==> src/rtl/debounced_edge_detector_pkg.sv <==
// rtl/debounced_edge_detector_pkg.sv - shared types and defaults for the debounced edge detector
package edge_pkg;

  typedef enum logic [1:0] {
    MODE_OFF  = 2'b00,
    MODE_RISE = 2'b01,
    MODE_FALL = 2'b10,
    MODE_BOTH = 2'b11
  } edge_mode_e;

  localparam int N_CH_DEFAULT            = 4;
  localparam int SYNC_STAGES_DEFAULT     = 2;
  localparam int DEBOUNCE_CYCLES_DEFAULT = 16;

  // One spare bit so DEBOUNCE_CYCLES-1 always fits, including power-of-two counts.
  function automatic int cnt_width(input int cycles);
    return $clog2(cycles) + 1;
  endfunction

endpackage

==> src/rtl/debounced_edge_detector_if.sv <==
// rtl/debounced_edge_detector_if.sv - level inputs, mode/clear controls and event outputs
interface debounced_edge_detector_if
  import edge_pkg::*;
#(
  parameter int N_CH = N_CH_DEFAULT
);

  logic [N_CH-1:0]   a_i;
  logic [2*N_CH-1:0] mode_i;
  logic [N_CH-1:0]   clear_i;
  logic [N_CH-1:0]   level_o;
  logic [N_CH-1:0]   rising_edge_o;
  logic [N_CH-1:0]   falling_edge_o;
  logic [N_CH-1:0]   event_o;
  logic [N_CH-1:0]   pending_o;

  modport master (
    output a_i, mode_i, clear_i,
    input  level_o, rising_edge_o, falling_edge_o, event_o, pending_o
  );

  modport slave (
    input  a_i, mode_i, clear_i,
    output level_o, rising_edge_o, falling_edge_o, event_o, pending_o
  );

endinterface

==> src/rtl/debounced_edge_detector_channel.sv <==
// rtl/debounced_edge_detector_channel.sv - one channel: synchroniser, stability counter, level, edge pulses
module debounce_channel
  import edge_pkg::*;
#(
  parameter int SYNC_STAGES     = SYNC_STAGES_DEFAULT,
  parameter int DEBOUNCE_CYCLES = DEBOUNCE_CYCLES_DEFAULT
) (
  input  logic clk,
  input  logic reset,
  input  logic a,
  output logic level,
  output logic rising_edge,
  output logic falling_edge,
  output logic rise_take,
  output logic fall_take
);

  localparam int             CW   = cnt_width(DEBOUNCE_CYCLES);
  localparam logic [CW-1:0]  LAST = CW'(DEBOUNCE_CYCLES - 1);

  logic [SYNC_STAGES-1:0] sync_q;
  logic [CW-1:0]          cnt_q;
  logic                   sync;
  logic                   take;

  assign sync      = sync_q[SYNC_STAGES-1];
  assign take      = (sync != level) && (cnt_q == LAST);
  assign rise_take = take & sync;
  assign fall_take = take & ~sync;

  // The counter saturates at LAST: reaching it with a mismatch accepts the level and reloads 0.
  always_ff @(posedge clk or posedge reset) begin
    if (reset) begin
      sync_q       <= '0;
      cnt_q        <= '0;
      level        <= 1'b0;
      rising_edge  <= 1'b0;
      falling_edge <= 1'b0;
    end else begin
      sync_q       <= {sync_q[SYNC_STAGES-2:0], a};
      rising_edge  <= rise_take;
      falling_edge <= fall_take;
      if (sync == level) begin
        cnt_q <= '0;
      end else if (take) begin
        cnt_q <= '0;
        level <= sync;
      end else begin
        cnt_q <= cnt_q + CW'(1);
      end
    end
  end

endmodule

==> src/rtl/debounced_edge_detector.sv <==
// rtl/debounced_edge_detector.sv - N_CH debounced channels with per-channel mode filter and sticky pending
module debounced_edge_detector
  import edge_pkg::*;
#(
  parameter int N_CH            = N_CH_DEFAULT,
  parameter int SYNC_STAGES     = SYNC_STAGES_DEFAULT,
  parameter int DEBOUNCE_CYCLES = DEBOUNCE_CYCLES_DEFAULT
) (
  input logic                      clk,
  input logic                      reset,
  debounced_edge_detector_if.slave bus
);

  logic [N_CH-1:0] level;
  logic [N_CH-1:0] rise;
  logic [N_CH-1:0] fall;
  logic [N_CH-1:0] rise_take;
  logic [N_CH-1:0] fall_take;
  logic [N_CH-1:0] event_d;
  logic [N_CH-1:0] event_q;
  logic [N_CH-1:0] pending_q;

  for (genvar c = 0; c < N_CH; c++) begin : g_ch
    debounce_channel #(
      .SYNC_STAGES     (SYNC_STAGES),
      .DEBOUNCE_CYCLES (DEBOUNCE_CYCLES)
    ) u_ch (
      .clk          (clk),
      .reset        (reset),
      .a            (bus.a_i[c]),
      .level        (level[c]),
      .rising_edge  (rise[c]),
      .falling_edge (fall[c]),
      .rise_take    (rise_take[c]),
      .fall_take    (fall_take[c])
    );
  end

  // Filter the pre-register accept strobes so event_o lands in the same cycle as the edge pulses.
  always_comb begin
    event_d = '0;
    for (int c = 0; c < N_CH; c++) begin
      case (edge_mode_e'(bus.mode_i[2*c +: 2]))
        MODE_RISE: event_d[c] = rise_take[c];
        MODE_FALL: event_d[c] = fall_take[c];
        MODE_BOTH: event_d[c] = rise_take[c] | fall_take[c];
        default:   event_d[c] = 1'b0;
      endcase
    end
  end

  always_ff @(posedge clk or posedge reset) begin
    if (reset) begin
      event_q   <= '0;
      pending_q <= '0;
    end else begin
      event_q   <= event_d;
      pending_q <= event_q | (pending_q & ~bus.clear_i);
    end
  end

  assign bus.level_o        = level;
  assign bus.rising_edge_o  = rise;
  assign bus.falling_edge_o = fall;
  assign bus.event_o        = event_q;
  assign bus.pending_o      = pending_q;

endmodule

==> src/flat_wrapper.sv <==
// flat-port wrapper written by rule: the top's interface ports become plain ports
module debounced_edge_detector_flat import edge_pkg::*;
#(
  parameter int N_CH            = N_CH_DEFAULT,
  parameter int SYNC_STAGES     = SYNC_STAGES_DEFAULT,
  parameter int DEBOUNCE_CYCLES = DEBOUNCE_CYCLES_DEFAULT
)
  (clk, reset, bus_a_i, bus_mode_i, bus_clear_i, bus_level_o, bus_rising_edge_o, bus_falling_edge_o, bus_event_o, bus_pending_o);
  debounced_edge_detector_if #(.N_CH(N_CH)) bus_i ();
  input logic clk;
  input logic reset;
  input wire logic [$bits(bus_i.a_i)-1:0] bus_a_i;
  input wire logic [$bits(bus_i.mode_i)-1:0] bus_mode_i;
  input wire logic [$bits(bus_i.clear_i)-1:0] bus_clear_i;
  output wire logic [$bits(bus_i.level_o)-1:0] bus_level_o;
  output wire logic [$bits(bus_i.rising_edge_o)-1:0] bus_rising_edge_o;
  output wire logic [$bits(bus_i.falling_edge_o)-1:0] bus_falling_edge_o;
  output wire logic [$bits(bus_i.event_o)-1:0] bus_event_o;
  output wire logic [$bits(bus_i.pending_o)-1:0] bus_pending_o;
  assign bus_i.a_i = bus_a_i;
  assign bus_i.mode_i = bus_mode_i;
  assign bus_i.clear_i = bus_clear_i;
  assign bus_level_o = bus_i.level_o;
  assign bus_rising_edge_o = bus_i.rising_edge_o;
  assign bus_falling_edge_o = bus_i.falling_edge_o;
  assign bus_event_o = bus_i.event_o;
  assign bus_pending_o = bus_i.pending_o;
  debounced_edge_detector #(.N_CH(N_CH), .SYNC_STAGES(SYNC_STAGES), .DEBOUNCE_CYCLES(DEBOUNCE_CYCLES)) u_core (.clk(clk), .reset(reset), .bus(bus_i));
endmodule
==> config.mk <==
export PLATFORM = sky130hd
export DESIGN_NAME = debounced_edge_detector_flat
export DESIGN_NICKNAME = d
export VERILOG_FILES = /design/src/rtl/debounced_edge_detector_pkg.sv /design/src/rtl/debounced_edge_detector_if.sv /design/src/rtl/debounced_edge_detector_channel.sv /design/src/rtl/debounced_edge_detector.sv /design/src/flat_wrapper.sv
export SDC_FILE = /design/constraint.sdc
export NUM_CORES = 1
export LEC_CHECK = 0
export CAP_MARGIN = 40
export CORE_UTILIZATION = 45
export DETAILED_ROUTE_END_ITERATION = 16
export GPL_TIMING_DRIVEN = 1
export PLACE_DENSITY = 0.84
export SLEW_MARGIN = 40
export SYNTH_ARGS = -nofsm -noshare
export SYNTH_HDL_FRONTEND = slang
export SYNTH_SLANG_ARGS = --single-unit
==> constraint.sdc <==
create_clock -name clk -period 1.5 [get_ports clk]
set_input_delay 0.3 -clock clk [delete_from_list [all_inputs] [get_ports clk]]
set_output_delay 0.3 -clock clk [all_outputs]
set_load 0.1 [all_outputs]
# --- After elaboration in Yosys (flattened, before gate mapping) ---
# Index checks and enable logic that the tools add are counted.
# Widths: inputs -> output; s select.
totals:
  word_cells: 93
  register_bits: 48
  input_bits: 18
op_classes:
  n_addsub: 4
  n_mux: 12
  bitwise: 23
  eq_ne: 24
  reduce_logical: 8
ops:
  columns: ["operator", "n"]
  rows:
  - ["$mux 5", 8]
  - ["$add 5x1->5 const B", 4]
  - ["$eq 5x4->1 const B", 4]
  - ["$eq 2x2->1 const B", 8]
  - ["$pmux 1 s3", 4]
  - ["$and 1x1->1", 8]
  - ["$eq 2x1->1 const B", 4]
  - ["$not 1->1", 8]
  - ["$reduce_and 2->1", 4]
  - ["$and 4x4->4", 1]
  - ["$eq 1x1->1", 4]
  - ["$logic_and 1x1->1", 4]
  - ["$ne 1x1->1", 4]
  - ["$not 4->4", 1]
  - ["$or 1x1->1", 4]
  - ["$or 4x4->4", 1]

# --- Logic depth before layout (Yosys ltp) ---
depth:
  ltp_word: 5
  ltp_mapped: 4
  ltp_nobuf: 4

# --- Cells and area by module ---
# A second synthesis with hierarchy kept.
hier_totals:
  hier_cells: 129
  hier_area_um2: 1830.5
by_module_without_submodules:
  columns: ["module", "seq_area_each_um2", "area_each_um2", "n_inst", "cells_each"]
  rows:
  - ["debounce_channel", 250.2, 386.6, 4, 27]
  - ["debounced_edge_detector", 200.2, 284.0, 1, 21]

# --- Worst setup path before layout ---
# Ideal clock, no wire load.
synth_timing:
  path_kind: "reg-to-reg"
  from: "reg u_core.g_ch[2].u_ch.cnt_q[0]"
  to: "reg u_core.g_ch[2].u_ch.level"
  t_arrival_ns: 1.082
  setup_time_ns: 0.125
  path_stages_with_launch: 5
  required_ns: 1.375
  setup_slack_ns: 0.293
  synth_period_minus_slack_ns: 1.207
  path_cell_list: "dfrtp_1 -> ha_1 -> nand3_1 -> nor2_1 -> mux2_2"
synth_via:
  elab_chain_len: 3
synth_lines:
  columns: ["element", "line_no", "text"]
  rows:
  - ["start, declared", "debounced_edge_detector_channel.sv:22", "logic [CW-1:0] cnt_q;"]
  - ["start signal, assigned", "debounced_edge_detector_channel.sv:49", "cnt_q <= cnt_q + CW'(1);"]
  - ["$eq 5x4->1", "debounced_edge_detector_channel.sv:27", "assign take = (sync != level) && (cnt_q == LAST);"]
  - ["$logic_and 1x1->1", "debounced_edge_detector_channel.sv:27", null]
  - ["$reduce_and 2->1 (no source line)", null, null]
  - ["end signal, assigned", "debounced_edge_detector_channel.sv:47", "level <= sync;"]
  - ["end, declared", "debounced_edge_detector_channel.sv:11", "output logic level,"]
# No other way between the ends.
# A chain may end at the register's enable or synchronous reset.

# --- Worst setup path in the final report ---
layout_timing:
  from: "reg u_core.g_ch[2].u_ch.cnt_q[0]"
  to: "reg u_core.g_ch[2].u_ch.falling_edge"
layout_via:
  elab_chain_len: 3
layout_lines:
  columns: ["element", "line_no", "text"]
  rows:
  - ["$eq 5x4->1", "debounced_edge_detector_channel.sv:27", null]
  - ["$logic_and 1x1->1", "debounced_edge_detector_channel.sv:27", null]
  - ["$and 1x1->1", "debounced_edge_detector_channel.sv:29", "assign fall_take = take & ~sync;"]
  - ["named net u_core.g_ch[2].u_ch.fall_take", "debounced_edge_detector_channel.sv:15", "output logic fall_take"]
  - ["end signal, assigned", "debounced_edge_detector_channel.sv:42", "falling_edge <= fall_take;"]
  - ["end, declared", "debounced_edge_detector_channel.sv:13", "output logic falling_edge,"]
# The timed path passes the listed nets, and every way through them passes these cells.

==> results by group <==
Outcome
  • Status: finished clean

Floorplan
  • I/O pin total: 38
  • Die Y: 67.23 µm
  • Die Footprint: 0.004519 mm²
  • Core Rows: 23
  • Initial Util: 47.52%
  • Width of the die: 67.23 µm
  • Placeable Area: 0.004029 mm²

Worst setup path
  • WS Path Type: flop to flop
  • Critical Path AT: 1.53 ns
  • R2R cell count: 4
  • Critical R2R Launch: u_core.g_ch[2].u_ch.cnt_q[0]
  • RR Endpoint: u_core.g_ch[2].u_ch.falling_edge
  • Worst-path cell chain: ha_1, nand3_1, or3_1, nor2_1
  • Slowest-stage cell, CP: or3_1
  • R2R setup slack: 0.19 ns
  • Slowest stage delay, CP: 0.41 ns
  • Worst EP required: 1.72 ns
  • CP startpoint kind: flop
  • Crit-path max FO: 4
  • Crit path capture type: flop

GRT
  • Initial antenna violation count: 0
  • Total Routing Usage GR: 14.62%
  • Largest net degree at the start of global routing: 42
  • First-pass GRT wire length: 4781 µm
  • Vias in the first global route: 1127
  • GRT overflow: 0

Synthesis
  • #FFs+latches synth: 48
  • Post-Synthesis Cells: 156
  • Syn Std Cell Area: 0.001914 mm²
  • Synth Net Count: 178
  • Register area share after synthesis: 62.75%
  • Count of cell types in the netlist: 17
  • Avg Cell Area, Syn: 12.27 µm²
  • Synthesis Warnings: 0

Clock network
  • Root buf cell: clkbuf_8
  • CTS Buf Count: 5
  • CTS H-tree depth: 2
  • Clock transition at path regs: 0.08 ns
  • # resized after CTS: 0
  • CTS tree: built
  • # Post-CTS Setup Buffers: 0
  • Worst-case clock buffer depth: 2
  • Clock latency on the worst-skew pair: 0.29 ns
  • # clock sinks: 48
  • Hold_buf cts: 0

Drt
  • Detailed-route wire length per cell: 11.64 µm
  • Routed via count: 1132
  • Initial detailed-routing violation count: 30
  • Iteration count of the initial detailed-routing pass: 4
  • Post-route ant nets: 0
  • Final routed DRC violation total: 0
  • DR vias/cell: 4.817
  • Final wirelength: 2735 µm

Power
  • VDD IR max: 0.0004623 V
  • Total power: 2.208 mW
  • Leak: 1.258 nW
  • Pwr dens: 878.3 mW/mm²

STA
  • Setup Viol. Count Final: 0
  • Minimum clock period: 1.312 ns
  • Final Cycle Share: 87.48%
  • Setup TNS: 0 ns
  • Final Skew: 0.002647 ns
  • Endpoints failing hold: 0
  • Fmax: 762.1 MHz
  • Fin Hold WS: 0.2237 ns
  • RSZ-0062 raised after global routing: no
  • Fin. max-slew vios: 0
  • Slew at the pin with the worst max-slew slack: 0.3981 ns
  • Slew headroom: 73.18%

Cells and area
  • Layout area overhead: 31.31%
  • Number of diodes: 0
  • Multi-input gate area: 551.8 µm²
  • # fillers: 313
  • Nets@finish: 207
  • Util after Layout: 62.39%
  • Layout cells sized above 1: 18.92%
  • Sequential Area: 0.001201 mm²
  • Post-Layout Inst Area: 0.002514 mm²

Place
  • PortBufs: 37
  • Dpl hpwl: 2042 µm
  • RePlAce Congestion: 0.7674
  • DP Area: 0.002436 mm²

Job
  • Max-cap viol count: 0

Hold path
  • Worst hold path class: primary input to async pin
Yosys cell counts:
| master | n | share of area (%) |
|---|---|---|
| and2_1 | 1 | 0.33 |
| inv_1 | 8 | 1.6 |
| xnor2_1 | 8 | 3.7 |
| or3_1 | 4 | 1.3 |
| a21o_1 | 4 | 1.6 |
| mux2_2 | 4 | 2.4 |
| nand3_1 | 8 | 2.1 |
| o21ai_0 | 4 | 1.0 |
| dfrtp_1 | 48 | 63 |
| and3_1 | 5 | 1.6 |
| mux2i_1 | 4 | 2.1 |
| buf_6 | 3 | 1.8 |
| buf_4 | 13 | 5.1 |
| ha_1 | 4 | 2.6 |
| and3_2 | 3 | 1.2 |
| nor2_1 | 27 | 5.3 |
| xor2_1 | 8 | 3.7 |
cell families (layout without fill, tap and decap cells):
kind of cell	Yosys count	in the layout	synth area share [%]
flip-flops	48	48	62.74
AND/OR/NAND/NOR	48	48	11.83
buffers and inverters	24	53	8.431
XOR/XNOR	16	16	7.321
AO/OA/AOI/OAI	8	8	2.614
multiplexers	8	8	4.444
adder cells (fa/ha/maj)	4	4	2.614
layout make-up:
| class | instances | area share, % |
|---|---|---|
| clock buffer | 6 | 2.887 |
| inverter | 8 | 1.195 |
| timing repair buffer | 38 | 23.49 |
| tap | 50 | 2.489 |
| sequential | 48 | 47.78 |
| multi-input combinational | 84 | 21.95 |
| clock inverter | 1 | 0.1991 |
through the flow:
| step | worst slack (ns) | std cells |
|---|---|---|
| 3_5_place_dp | 0.1955 | 228 |
| 6_report | 0.1878 | 235 |
| 2_1_floorplan | 0.05553 | 156 |
| 5_1_grt | 0.06594 | 235 |
| 3_3_place_gp | 0.2333 | 228 |
| 4_1_cts | 0.1855 | 235 |
cells in the final DEF, fill, tap and decap left out, types with 5 or more instances in the layout:
cell | Yosys | layout
xnor2_1 | 8 | 8
clkbuf_8 | 0 | 5
and3_1 | 5 | 5
inv_1 | 8 | 7
nand3_1 | 8 | 8
nor2_1 | 27 | 27
clkdlybuf4s50_1 | 0 | 17
xor2_1 | 8 | 8
dfrtp_1 | 48 | 48
buf_12 | 0 | 21
registers in the layout, summed over array words and instances, names as in the netlist:
| name | flops |
|---|---|
| u_core.g_ch.u_ch.falling_edge | 4 |
| u_core.g_ch.u_ch.level | 4 |
| u_core.bus.pending_o | 4 |
| u_core.g_ch.u_ch.rising_edge | 4 |
| u_core.g_ch.u_ch.sync_q | 8 |
| u_core.g_ch.u_ch.cnt_q | 20 |
| u_core.bus.event_o | 4 |
report_power, final:
part	internal (mW)	switching [mW]	total (mW)
Clock	0.317	0.383	0.700
Sequential	1.33	0.0321	1.36
Combinational	0.0804	0.0657	0.146
worst max-delay path, delay by kind of cell (launching register included):
kind          cells  cell delay, ns
flops             1            0.37
fa+ha+maj         1            0.19
simple gates      3            0.68
how the worst max path moves through the flow:
stage / startpoint / end / slack, ns / cells past startpoint
5_1_grt: u_core.g_ch[1].u_ch.cnt_q[0] / u_core.g_ch[1].u_ch.level / 0.07 / 4
6_report: u_core.g_ch[2].u_ch.cnt_q[0] / u_core.g_ch[2].u_ch.falling_edge / 0.19 / 4
3_5_place_dp: u_core.g_ch[1].u_ch.cnt_q[0] / u_core.g_ch[1].u_ch.level / 0.20 / 4
2_1_floorplan: reset / u_core.bus.event_o[0] / 0.06 / 1
4_1_cts: u_core.g_ch[0].u_ch.cnt_q[0] / u_core.g_ch[0].u_ch.level / 0.19 / 4
3_3_place_gp: u_core.g_ch[1].u_ch.cnt_q[0] / u_core.g_ch[1].u_ch.level / 0.23 / 4
per-layer routing:
| metal | up-vias | wire length [µm] | global-route usage, % | part of all wire (%) |
|---|---|---|---|---|
| li1 | 550 | - | - | - |
| met1 | 546 | 1191 | 16.76 | 44 |
| met2 | 32 | 1382 | 25.25 | 51 |
| met3 | 4 | 137 | 5.236 | 5.0 |
| met4 | 0 | 23 | 4.787 | 0.84 |
| met5 | - | 0 | 0 | 0 |
(Power assumes the default switching activity.)
==> edit, RTL diff (same settings) <==
`DEBOUNCE_CYCLES_DEFAULT`: 16 -> 15.
--- a/src/rtl/debounced_edge_detector_pkg.sv
+++ b/src/rtl/debounced_edge_detector_pkg.sv
@@ -10,7 +10,7 @@
 
   localparam int N_CH_DEFAULT            = 4;
   localparam int SYNC_STAGES_DEFAULT     = 2;
-  localparam int DEBOUNCE_CYCLES_DEFAULT = 16;
+  localparam int DEBOUNCE_CYCLES_DEFAULT = 15;
 
   // One spare bit so DEBOUNCE_CYCLES-1 always fits, including power-of-two counts.
   function automatic int cnt_width(input int cycles);
Behaviour: no difference found for any inputs over 10 cycles, from zero or initial values and one cycle with reset high; that may be too few to reach the edited logic, so the function may still have changed.
==> edit against the unedited design <==
Worst setup slack better by 0.034 ns. Sequential cell count stayed put. Critical path depth is 3 lower. Total power is 13% higher. Clock power is 38% higher. Design area is 8.6% higher. Largest power group unchanged. Synthesized area is 5.7% higher. Wire length is 13% higher. Non-clock buffer count is 1 higher. Highest routed layer unchanged. Combinational power is 14% higher. Count of clock-buffer cells in the layout stayed put. Fmax is 2.6% higher. Synthesized cell count is 0.64% higher. Die area is 5.5% higher.
==> edit: results (changes against the unedited design) <==
{| class="wikitable"
! Metric !! Value
|-
| Wire length of the first global-routing pass || 5410 µm (+13%)
|-
| Multi-input combinational area share || 25.6% (+3.6 points)
|-
| Count of distinct cell types in the synthesized netlist || 16 (-1)
|-
| Data arrival, critical path || 0.98 ns (-0.55 ns)
|-
| Result of the run || finished clean
|-
| RR Endpoint || u_core.g_ch[2].u_ch.level
|-
| Mean number of vias per cell || 4.71 (-2.2%)
|-
| Non-Clock Buffer Count || 39 (+2.6%)
|-
| Worst slew pin tran || 0.349 ns (-0.0494 ns)
|-
| Share of final layout cell area taken by non-clock buffers || 22.4% (-1.1 points)
|-
| Multi-input combinational cell count || 88 (+4.8%)
|-
| Largest vdd supply drop || 0.000668 V (+44%)
|-
| P_int || 0.00196 W (+14%)
|-
| Power Dens Cells || 916 nW/µm² (+4.3%)
|-
| Fillers || 334 (+6.7%)
|-
| Via count of the first global-routing pass || 1214 (+7.7%)
|-
| Nets || 217 (+4.8%)
|-
| Share of cells above drive strength 1 || 23.4% (+4.5 points)
|-
| Max incr delay on CP || 0.47 ns (+0.06 ns)
|-
| Fin Hold WS || 0.273 ns (+0.0495 ns)
|-
| Net Count, Synth || 183 (+2.8%)
|-
| Post-synthesis sequential area ratio || 59.4% (-3.4 points)
|-
| Power in combinational cells || 0.000166 W (+14%)
|-
| DR iter-0 viols || 31 (+3.3%)
|-
| Synth Area in Compound Gates || 4.70% (+2.1 points)
|-
| Total routing usage reported by global routing || 15.0% (+0.35 points)
|-
| Share of cell area taken by muxes after synthesis || 2.97% (-1.5 points)
|-
| Inverters, non-clock || 9 (+1)
|-
| Cell family with most CP delay || flip-flops
|-
| Xor/xnor cell area share of the yosys netlist || 5.19% (-2.1 points)
|-
| Clock-cell share || 4.45% (+1.4 points)
|-
| Ranking of synthesized cells by instance count || dfrtp_1, nor2_1, buf_4
|-
| Pin count of the biggest net entering global routing || 19 (-55%)
|-
| Detailed Place HPWL || 2340 µm (+15%)
|-
| Static leakage || 1.46 nW (+16%)
|-
| Slowest-stage cell, CP || dfrtp_1
|-
| Worst setup slack after placement || 0.252 ns (+0.0565 ns)
|}
edit: cell types whose count changed in the layout (fill, tap and decap cells not counted), sizes merged, moves of 3 or more:
| cell | unedited run | this run |
|---|---|---|
| a22oi | 0 | 4 |
| and2b | 0 | 8 |
| and3 | 8 | 0 |
| ha | 4 | 8 |
| mux2i | 4 | 0 |
| nand4b | 0 | 4 |
| nor2 | 27 | 24 |
| nor2b | 0 | 8 |
| or3 | 4 | 0 |
| xnor2 | 8 | 4 |
edit: per-layer routing:
| metal | part of all wire [%] | up-vias | global-route usage, % |
|---|---|---|---|
| met5 | 0 | - | 0 |
| met4 | 2.2 | 0 | 8.16 |
| met3 | 5.0 | 7 | 4.09 |
| met2 | 48 | 35 | 23.7 |
| met1 | 44 | 547 | 18.6 |
| li1 | - | 561 | - |
edit: through the flow:
step                utilization (%)  instance area, µm²  cells
finish                         63.1                2730    244
global route                   63.1                2730    244
CTS                            63.1                2730    244
detailed placement             60.3                2610    236
global placement               60.3                2610    236
floorplan                         -                2020    157
